**config.mk**
```make
export PLATFORM = sky130hd
export DESIGN_NAME = display_scanner_flat
export DESIGN_NICKNAME = d
export VERILOG_FILES = /design/src/rtl/display_scanner_if.sv /design/src/rtl/display_scanner.sv /design/src/flat_wrapper.sv
export SDC_FILE = /design/constraint.sdc
export NUM_CORES = 1
export LEC_CHECK = 0
export ABC_AREA = 0
export CAP_MARGIN = 20
export CORE_MARGIN = 2
export CORE_UTILIZATION = 50
export DETAILED_ROUTE_END_ITERATION = 8
export GPL_TIMING_DRIVEN = 0
export MAX_ROUTING_LAYER = met4
export PLACE_DENSITY_LB_ADDON = 0.15
export SLEW_MARGIN = 20
export SYNTH_ARGS = -nofsm -noshare
export SYNTH_HDL_FRONTEND = slang
export SYNTH_SLANG_ARGS = --single-unit
```
**constraint.sdc**
```tcl
create_clock -name clk -period 2.2 [get_ports clk]
set_input_delay 0.44 -clock clk [delete_from_list [all_inputs] [get_ports clk]]
set_output_delay 0.44 -clock clk [all_outputs]
set_load 0.05 [all_outputs]
```
**src/rtl/display_scanner_if.sv**
```systemverilog
// Display scanner bus: the live value and display controls flow toward the scanner,
// and the digit nibble, anode enables and frame strobe flow back out.
interface display_scanner_if #(
  parameter int unsigned NUM_DIGITS = 8
) ();

  logic [4*NUM_DIGITS-1:0] value;
  logic [NUM_DIGITS-1:0]   enable_mask;
  logic                    lz_blank;
  logic [3:0]              display_out;
  logic [NUM_DIGITS-1:0]   AN;
  logic                    frame_start;

  // Controller side: supplies value and controls, observes the scan outputs.
  modport master (
    output value, enable_mask, lz_blank,
    input  display_out, AN, frame_start
  );

  // Scanner side.
  modport slave (
    input  value, enable_mask, lz_blank,
    output display_out, AN, frame_start
  );

endinterface

```
**src/rtl/display_scanner.sv**
```systemverilog
// Time-multiplexes NUM_DIGITS hex nibbles onto one shared 7-segment decoder.
// The input value is snapshotted once per frame so a frame never tears. Digits can
// be individually disabled or blanked as leading zeros. Each digit slot starts with
// DEADTIME dark cycles to suppress ghosting.
module display_scanner #(
  parameter int unsigned NUM_DIGITS = 8,
  parameter int unsigned PRESCALE   = 100000,
  parameter int unsigned DEADTIME   = 4
) (
  input  logic             clk,
  input  logic             reset,
  display_scanner_if.slave bus
);

  localparam int unsigned PW = (PRESCALE > 1) ? $clog2(PRESCALE) : 1;
  localparam int unsigned IW = (NUM_DIGITS > 1) ? $clog2(NUM_DIGITS) : 1;

  localparam logic [PW-1:0] PMax  = PW'(PRESCALE - 1);
  localparam logic [PW-1:0] PDead = PW'(DEADTIME);
  localparam logic [IW-1:0] ILast = IW'(NUM_DIGITS - 1);

  typedef enum logic [0:0] {StIdle, StScan} state_t;

  state_t                  state_q, state_d;
  logic [PW-1:0]           p_q, p_d;
  logic [IW-1:0]           idx_q, idx_d;
  logic [4*NUM_DIGITS-1:0] snap_q, snap_d;
  logic                    fs_q, fs_d;
  logic [NUM_DIGITS-1:0]   an_q, an_d;
  logic [3:0]              dout_q, dout_d;

  logic                    tick;
  logic [3:0]              nib [NUM_DIGITS];
  logic [NUM_DIGITS-1:0]   blank;

  assign tick = (p_q == PMax);
  assign p_d  = tick ? '0 : p_q + 1'b1;

  // Unpack the snapshot into per-digit nibbles.
  always_comb begin
    for (int i = 0; i < NUM_DIGITS; i++) begin
      nib[i] = snap_q[4*i +: 4];
    end
  end

  // Leading-zero blanking: digit i (i >= 1) is blanked when it and every higher
  // snapshot nibble are zero. Digit 0 always shows so a zero value reads "0".
  always_comb begin
    logic all_zero;
    all_zero = 1'b1;
    blank    = '0;
    for (int i = NUM_DIGITS - 1; i >= 0; i--) begin
      all_zero = all_zero & (nib[i] == 4'h0);
      if (i != 0) begin
        blank[i] = bus.lz_blank & all_zero;
      end
    end
  end

  // Scan FSM next state: snapshot the value and pulse frame_start at each frame boundary.
  always_comb begin
    state_d = state_q;
    idx_d   = idx_q;
    snap_d  = snap_q;
    fs_d    = 1'b0;
    unique case (state_q)
      StIdle: begin
        if (tick) begin
          snap_d  = bus.value;
          idx_d   = '0;
          fs_d    = 1'b1;
          state_d = StScan;
        end
      end
      StScan: begin
        if (tick) begin
          if (idx_q == ILast) begin
            idx_d  = '0;
            snap_d = bus.value;
            fs_d   = 1'b1;
          end else begin
            idx_d = idx_q + 1'b1;
          end
        end
      end
      default: state_d = StIdle;
    endcase
  end

  // Output decode from the current state; the result is registered, giving one cycle of lag.
  always_comb begin
    an_d   = '1;
    dout_d = 4'h0;
    if (state_q == StScan) begin
      dout_d = nib[idx_q];
      if ((p_q >= PDead) && bus.enable_mask[idx_q] && !blank[idx_q]) begin
        an_d[idx_q] = 1'b0;
      end
    end
  end

  // State and registered outputs with synchronous reset.
  always_ff @(posedge clk) begin
    if (reset) begin
      state_q <= StIdle;
      p_q     <= '0;
      idx_q   <= '0;
      snap_q  <= '0;
      fs_q    <= 1'b0;
      an_q    <= '1;
      dout_q  <= 4'h0;
    end else begin
      state_q <= state_d;
      p_q     <= p_d;
      idx_q   <= idx_d;
      snap_q  <= snap_d;
      fs_q    <= fs_d;
      an_q    <= an_d;
      dout_q  <= dout_d;
    end
  end

  assign bus.display_out = dout_q;
  assign bus.AN          = an_q;
  assign bus.frame_start = fs_q;

endmodule

```
**src/flat_wrapper.sv**
```systemverilog
// flat-port wrapper written by rule: the top's interface ports become plain ports
module display_scanner_flat 
#(
  parameter int unsigned NUM_DIGITS = 8,
  parameter int unsigned PRESCALE   = 100000,
  parameter int unsigned DEADTIME   = 4
)
  (clk, reset, bus_value, bus_enable_mask, bus_lz_blank, bus_display_out, bus_AN, bus_frame_start);
  display_scanner_if #(.NUM_DIGITS(NUM_DIGITS)) bus_i ();
  input  logic clk;
  input  logic reset;
  input wire logic [$bits(bus_i.value)-1:0] bus_value;
  input wire logic [$bits(bus_i.enable_mask)-1:0] bus_enable_mask;
  input wire logic [$bits(bus_i.lz_blank)-1:0] bus_lz_blank;
  output wire logic [$bits(bus_i.display_out)-1:0] bus_display_out;
  output wire logic [$bits(bus_i.AN)-1:0] bus_AN;
  output wire logic [$bits(bus_i.frame_start)-1:0] bus_frame_start;
  assign bus_i.value = bus_value;
  assign bus_i.enable_mask = bus_enable_mask;
  assign bus_i.lz_blank = bus_lz_blank;
  assign bus_display_out = bus_i.display_out;
  assign bus_AN = bus_i.AN;
  assign bus_frame_start = bus_i.frame_start;
  display_scanner #(.NUM_DIGITS(NUM_DIGITS), .PRESCALE(PRESCALE), .DEADTIME(DEADTIME)) u_core (.clk(clk), .reset(reset), .bus(bus_i));
endmodule
```
## Word level (Yosys, flattened, before mapping)

Index checks and enable logic that the tools add are counted.

- Add/subtract/negate cells: 2
- Magnitude comparators: 4
- Equality and inequality tests: 5
- Mux-type cells: 22
- Bitwise logic cells: 17
- Reduce and logical (&&, ||, !) cells: 16

Operator list:

| kind | count |
|---|---|
| $mux W32 | 3 |
| $pmux W32 S2 | 1 |
| $logic_not A4 Y1 | 7 |
| $add A17 B1 Y17 const B | 1 |
| $eq A17 B17 Y1 const B | 1 |
| $ge A17 B3 Y1 const B | 1 |
| $and A1 B1 Y1 | 13 |
| $bmux W4 S3 | 1 |
| $mux W3 | 3 |
| $mux W4 | 2 |
| $not A8 Y8 | 1 |
| $mux W1 | 7 |
| $bmux W1 S3 | 2 |
| $pmux W3 S2 | 1 |
| $ge A4 B4 Y1 const B | 1 |
| $lt A3 B4 Y1 const B | 1 |
| $ne A2 B2 Y1 const B | 2 |
| $not A3 Y4 | 1 |
| $reduce_or A2 Y1 | 2 |
| $add A3 B1 Y3 const B | 1 |
| $demux W1 S3 | 1 |
| $eq A3 B3 Y1 const B | 1 |
| $ge A3 B1 Y1 const B | 1 |
| $logic_and A1 B1 Y1 | 3 |
| other kinds (7) | 8 |

- Flip-flop bits (word level): 66
- Input bits: 43
- Output and inout port bits: 13
- Word-level logic and storage cells: 73

## Logic depth before layout (Yosys ltp)

Gate-level depths: netlist of run 1.

- Depth after elaboration: 14
- Depth in mapped cells: 8

## Worst setup path before layout of run 1

No wires, ideal clock.

- Path kind: register to register
- From: reg u_core.p_q[0]
- To: reg u_core.idx_q[0]
- Setup time: 0.071 ns
- Arrival time: 1.642 ns
- Data required time: 2.129 ns
- Slack: 0.488 ns
- Cell stages (with the launch flop): 7
- Path buffers: 1
- Clock period less this slack: 1.712 ns
- Cell sequence: dfxtp_1 -> ha_1 -> and4_1 -> nand3_1 -> buf_2 -> or4_1 -> a21oi_1

- Longest elaborated chain between the ends: 3
- Elaborated cells on any way between the ends: 4

RTL lines:

| what | RTL line | source |
|---|---|---|
| start: declaration | display_scanner.sv:25 | `logic [PW-1:0] p_q, p_d;` |
| start signal: assignment | display_scanner.sv:114 | `p_q <= p_d;` |
| $eq A17 B17 Y1 (*) | display_scanner.sv:36 | `assign tick = (p_q == PMax);` |
| $ne A2 B2 Y1 (no source line) or $ne A2 B1 Y1 (tied branches) | n/a |  |
| $reduce_and A2 Y1 (no source line) (*) | n/a |  |
| end signal: assignment | display_scanner.sv:115 | `idx_q <= idx_d;` |
| end: declaration | display_scanner.sv:26 | `logic [IW-1:0] idx_q, idx_d;` |

Every way passes the cells marked *; elsewhere a longest branch is shown, timed or not.
A chain may end at the register's enable or synchronous reset.

## Worst setup path in the final report of run 1

- From: reg u_core.idx_q[0]
- To: reg u_core.snap_q[24]

- Longest elaborated chain between the ends: 3

RTL lines:

| what | RTL line | source |
|---|---|---|
| $eq A3 B3 Y1 | display_scanner.sv:77 | `if (idx_q == ILast) begin` |
| $ne A2 B2 Y1 (no source line) | n/a |  |
| $reduce_and A3 Y1 (no source line) | n/a |  |
| end signal: assignment | display_scanner.sv:116 | `snap_q <= snap_d;` |
| end: declaration | display_scanner.sv:27 | `logic [4*NUM_DIGITS-1:0] snap_q, snap_d;` |

Every way passes these cells.

==> run summary, run 1 <==
# rows -> 28
Initial Utilization -> 0.518
Fillers -> 531
Layout cell share with drive strength beyond 1 -> 0.0892
Post-place setup slack -> -0.00332 ns
Top cell type's share of synthesized area -> 0.430
Die area -> 6780 um2
Critical Path Fanout Max -> 10
Final instance area -> 3920 um2
Diodes inserted -> 0
Largest net degree at the start of global routing -> 13
Routed len/inst -> 16.0 um
Final Cycle Share -> 0.930
Placed Instance Area -> 3710 um2
Outcome -> complete, no violations
H-tree levels -> 3
Worst Hold Margin -> 0.479 ns
FFs w/ async S/R, synth -> 0
GRT Resource Usage Total -> 0.253
Root Driver -> clkbuf_8
Setup WS post-layout -> 0.154 ns
Post-Layout Cell Count -> 512
Setup-failing EPs final -> 0
Yosys reg bits -> 66
Count of input and output buffers -> 55
Placed cell count -> 497
Worst vdd ir -> 0.483 mV
Post-route minimum period -> 2.05 ns
Dominant cells by area after synthesis -> dfxtp_1 43%, nand4_1 8.8%, a21oi_1 6.7%
Syn_nets -> 414
DR vias/cell -> 6.05
RD Place Congestion -> 0.941
Number of routed nets with antenna violations -> 0
WP data required -> 2.48 ns
Total clock buffers created by CTS -> 9
First-pass DRT Iterations -> 5
Pwr per Cell Area -> 601 nW/um2
Mapped Area -> 3070 um2
Global Route met3 Usage -> 0.0598
Type of the worst min-delay path -> reg2reg
Static Leak -> 1.34 nW
Area added between synthesis and finish -> 27.8%
Most frequent cells after synthesis -> 66 x dfxtp_1, 43 x nand4_1, 41 x a21oi_1, 41 x o21ai_0, 22 x nor2_1
Slowest cell on the critical path -> dfxtp_1
Slew Viols, Final -> 0
Vias in the first global route -> 2605
Post-Syn Instances -> 367
Register area share after synthesis -> 0.430
Routed via count -> 3099
Highest cell delay on the worst timing path -> 0.39 ns
Setup Buffers After CTS -> 0
Fin util -> 0.663
Final wirelength -> 8170 um
Synthesized area per cell -> 8.36 um2
Final HPWL DP -> 5870 um
Initial DRC Count -> 374
# clock sinks -> 66
Clock Tree Buf Depth -> 2
Worst Skew -> 0.00914 ns
Die height -> 82.3 um
Worst rel slew slack -> 0.657
Max Fclk -> 489 MHz
Detailed-route DRC error count -> 0
Post-synthesis cell type count -> 45
Critical Path AT -> 2.32 ns
Clock slew at reported path FFs -> 0.07 ns
PnR Total Power -> 2.36 mW
Yosys warnings -> 0
GR Overflow Total -> 0
Met2 Use GR -> 0.377
Clk Latency, worst-skew pair -> 0.35 ns
CTS tree -> built
Crit path launch type -> flop
Grt met1 use -> 0.328
Cell with the most instances after synthesis -> dfxtp_1
Cells along the critical path -> ha_1 -> ha_1 -> nand2b_2 -> nand3_1 -> clkbuf_1 -> o21ai_0 -> a21oi_1
Synth Flop Type -> dfxtp_1
First-pass GRT wire length -> 12500 um
CP most frequent cell -> ha_1
Max-cap violations -> 0
Tightest Pin Transition -> 0.515 ns
Floorplan core area -> 5920 um2
Final hold vios -> 0
Unrepaired setup endpoints after global routing -> no
Num ports -> 56
Initial antenna violation count -> 0
Final #Nets -> 479
Setup CP Type -> reg2reg
CP Capture Type -> flop
Die width -> 82.3 um
Post-synth top area cell -> dfxtp_1
GR peak layer -> met2
Number of synthesized flops with an enable pin -> 0
TNS Setup -> 0 ns
-- critical path: cells and delay by family, from the launching register on --
| kind | cells | cell delay [ns] |
|---|---|---|
| AO/OA/AOI/OAI | 2 | 0.29 |
| adder cells (fa/ha/maj) | 2 | 0.40 |
| buffers and inverters | 1 | 0.39 |
| flip-flops | 1 | 0.39 |
| AND/OR/NAND/NOR | 2 | 0.49 |
-- kinds of logic (layout without fill, tap and decap cells) --
group                      Yosys count  after routing  share of synthesized area
DFF                                 66             66                      0.430
xor gates and xnor gates            15             15                     0.0428
adders and majority gates            4              4                     0.0163
muxes                                9              9                     0.0310
AOI/OAI and AO/OA                   98             98                      0.174
buffers and inverters               41            111                     0.0550
and+or+nand+nor                    134            134                      0.250
-- per-layer routing --
metal | up-vias | part of all wire
li1 | 1490 | -
met1 | 1426 | 0.43
met2 | 158 | 0.45
met3 | 25 | 0.088
met4 | 0 | 0.027
met5 | - | 0
-- sequential cells by signal, summed over array words and instances, names as in the netlist --
name	flops
u_core.snap_q	32
u_core.bus.AN	8
u_core.p_q	17
u_core.idx_q	3
u_core.bus.frame_start	1
u_core.bus.display_out	4
u_core.state_q	1
-- final timing paths --
check | to | cells past startpoint | startpoint | slack [ns]
min | u_core.p_q[0] | 1 | u_core.p_q[0] | 0.48
min reg2reg | u_core.p_q[0] | 1 | u_core.p_q[0] | 0.48
max | u_core.snap_q[24] | 7 | u_core.idx_q[0] | 0.15
max reg2reg | u_core.snap_q[24] | 7 | u_core.idx_q[0] | 0.15
-- power by group --
| part | leakage (nW) | switching, mW | internal, mW | total (mW) |
|---|---|---|---|---|
| clock network | 0.0945 | 0.487 | 0.553 | 1.04 |
| registers | 0.532 | 0.00402 | 1.20 | 1.20 |
| logic | 0.709 | 0.0387 | 0.0761 | 0.115 |
-- cell usage in the layout, fill, tap and decap left out, types with 2 or more instances in the layout --
master,count
dfxtp_1,66
clkdlybuf4s50_1,55
nand4_1,43
a21oi_1,41
o21ai_0,41
nor2_1,22
clkbuf_1,18
nand2_1,14
nand3_1,13
xnor2_1,12
buf_2,10
clkbuf_8,10
inv_1,9
nor3_1,8
or4_1,7
nor4_1,6
and3_1,5
mux2i_1,5
mux2_2,4
ha_1,4
and4_1,3
xor2_1,3
clkinvlp_4,3
clkbuf_2,2
nor2b_1,2
and2_1,2
a211oi_1,2
o211ai_1,2
a22oi_1,2
o22ai_1,2
-- repair_timing --
action	in CTS	in global routing
hold buffers	0	0
resized for setup	0	2
setup endpoints to repair	0	31
-- layout make-up --
cell class / instances / area (um2) / area share
sequential: 66 / 1320 / 0.337
multi-input combinational: 260 / 1590 / 0.405
clock buffer: 10 / 138 / 0.0351
buffer: 31 / 131 / 0.0335
clock inverter: 6 / 66.3 / 0.0169
timing repair buffer: 55 / 551 / 0.140
tap: 75 / 93.8 / 0.0239
inverter: 9 / 33.8 / 0.00861
Note: power is estimated with default switching activity, not from simulation.
==> run 2: changes to the inputs <==
CAP_MARGIN = 25   (was 20)
==> results of run 2 <==
Same layout as run 1: the final DEF is identical, and so are final timing and power.
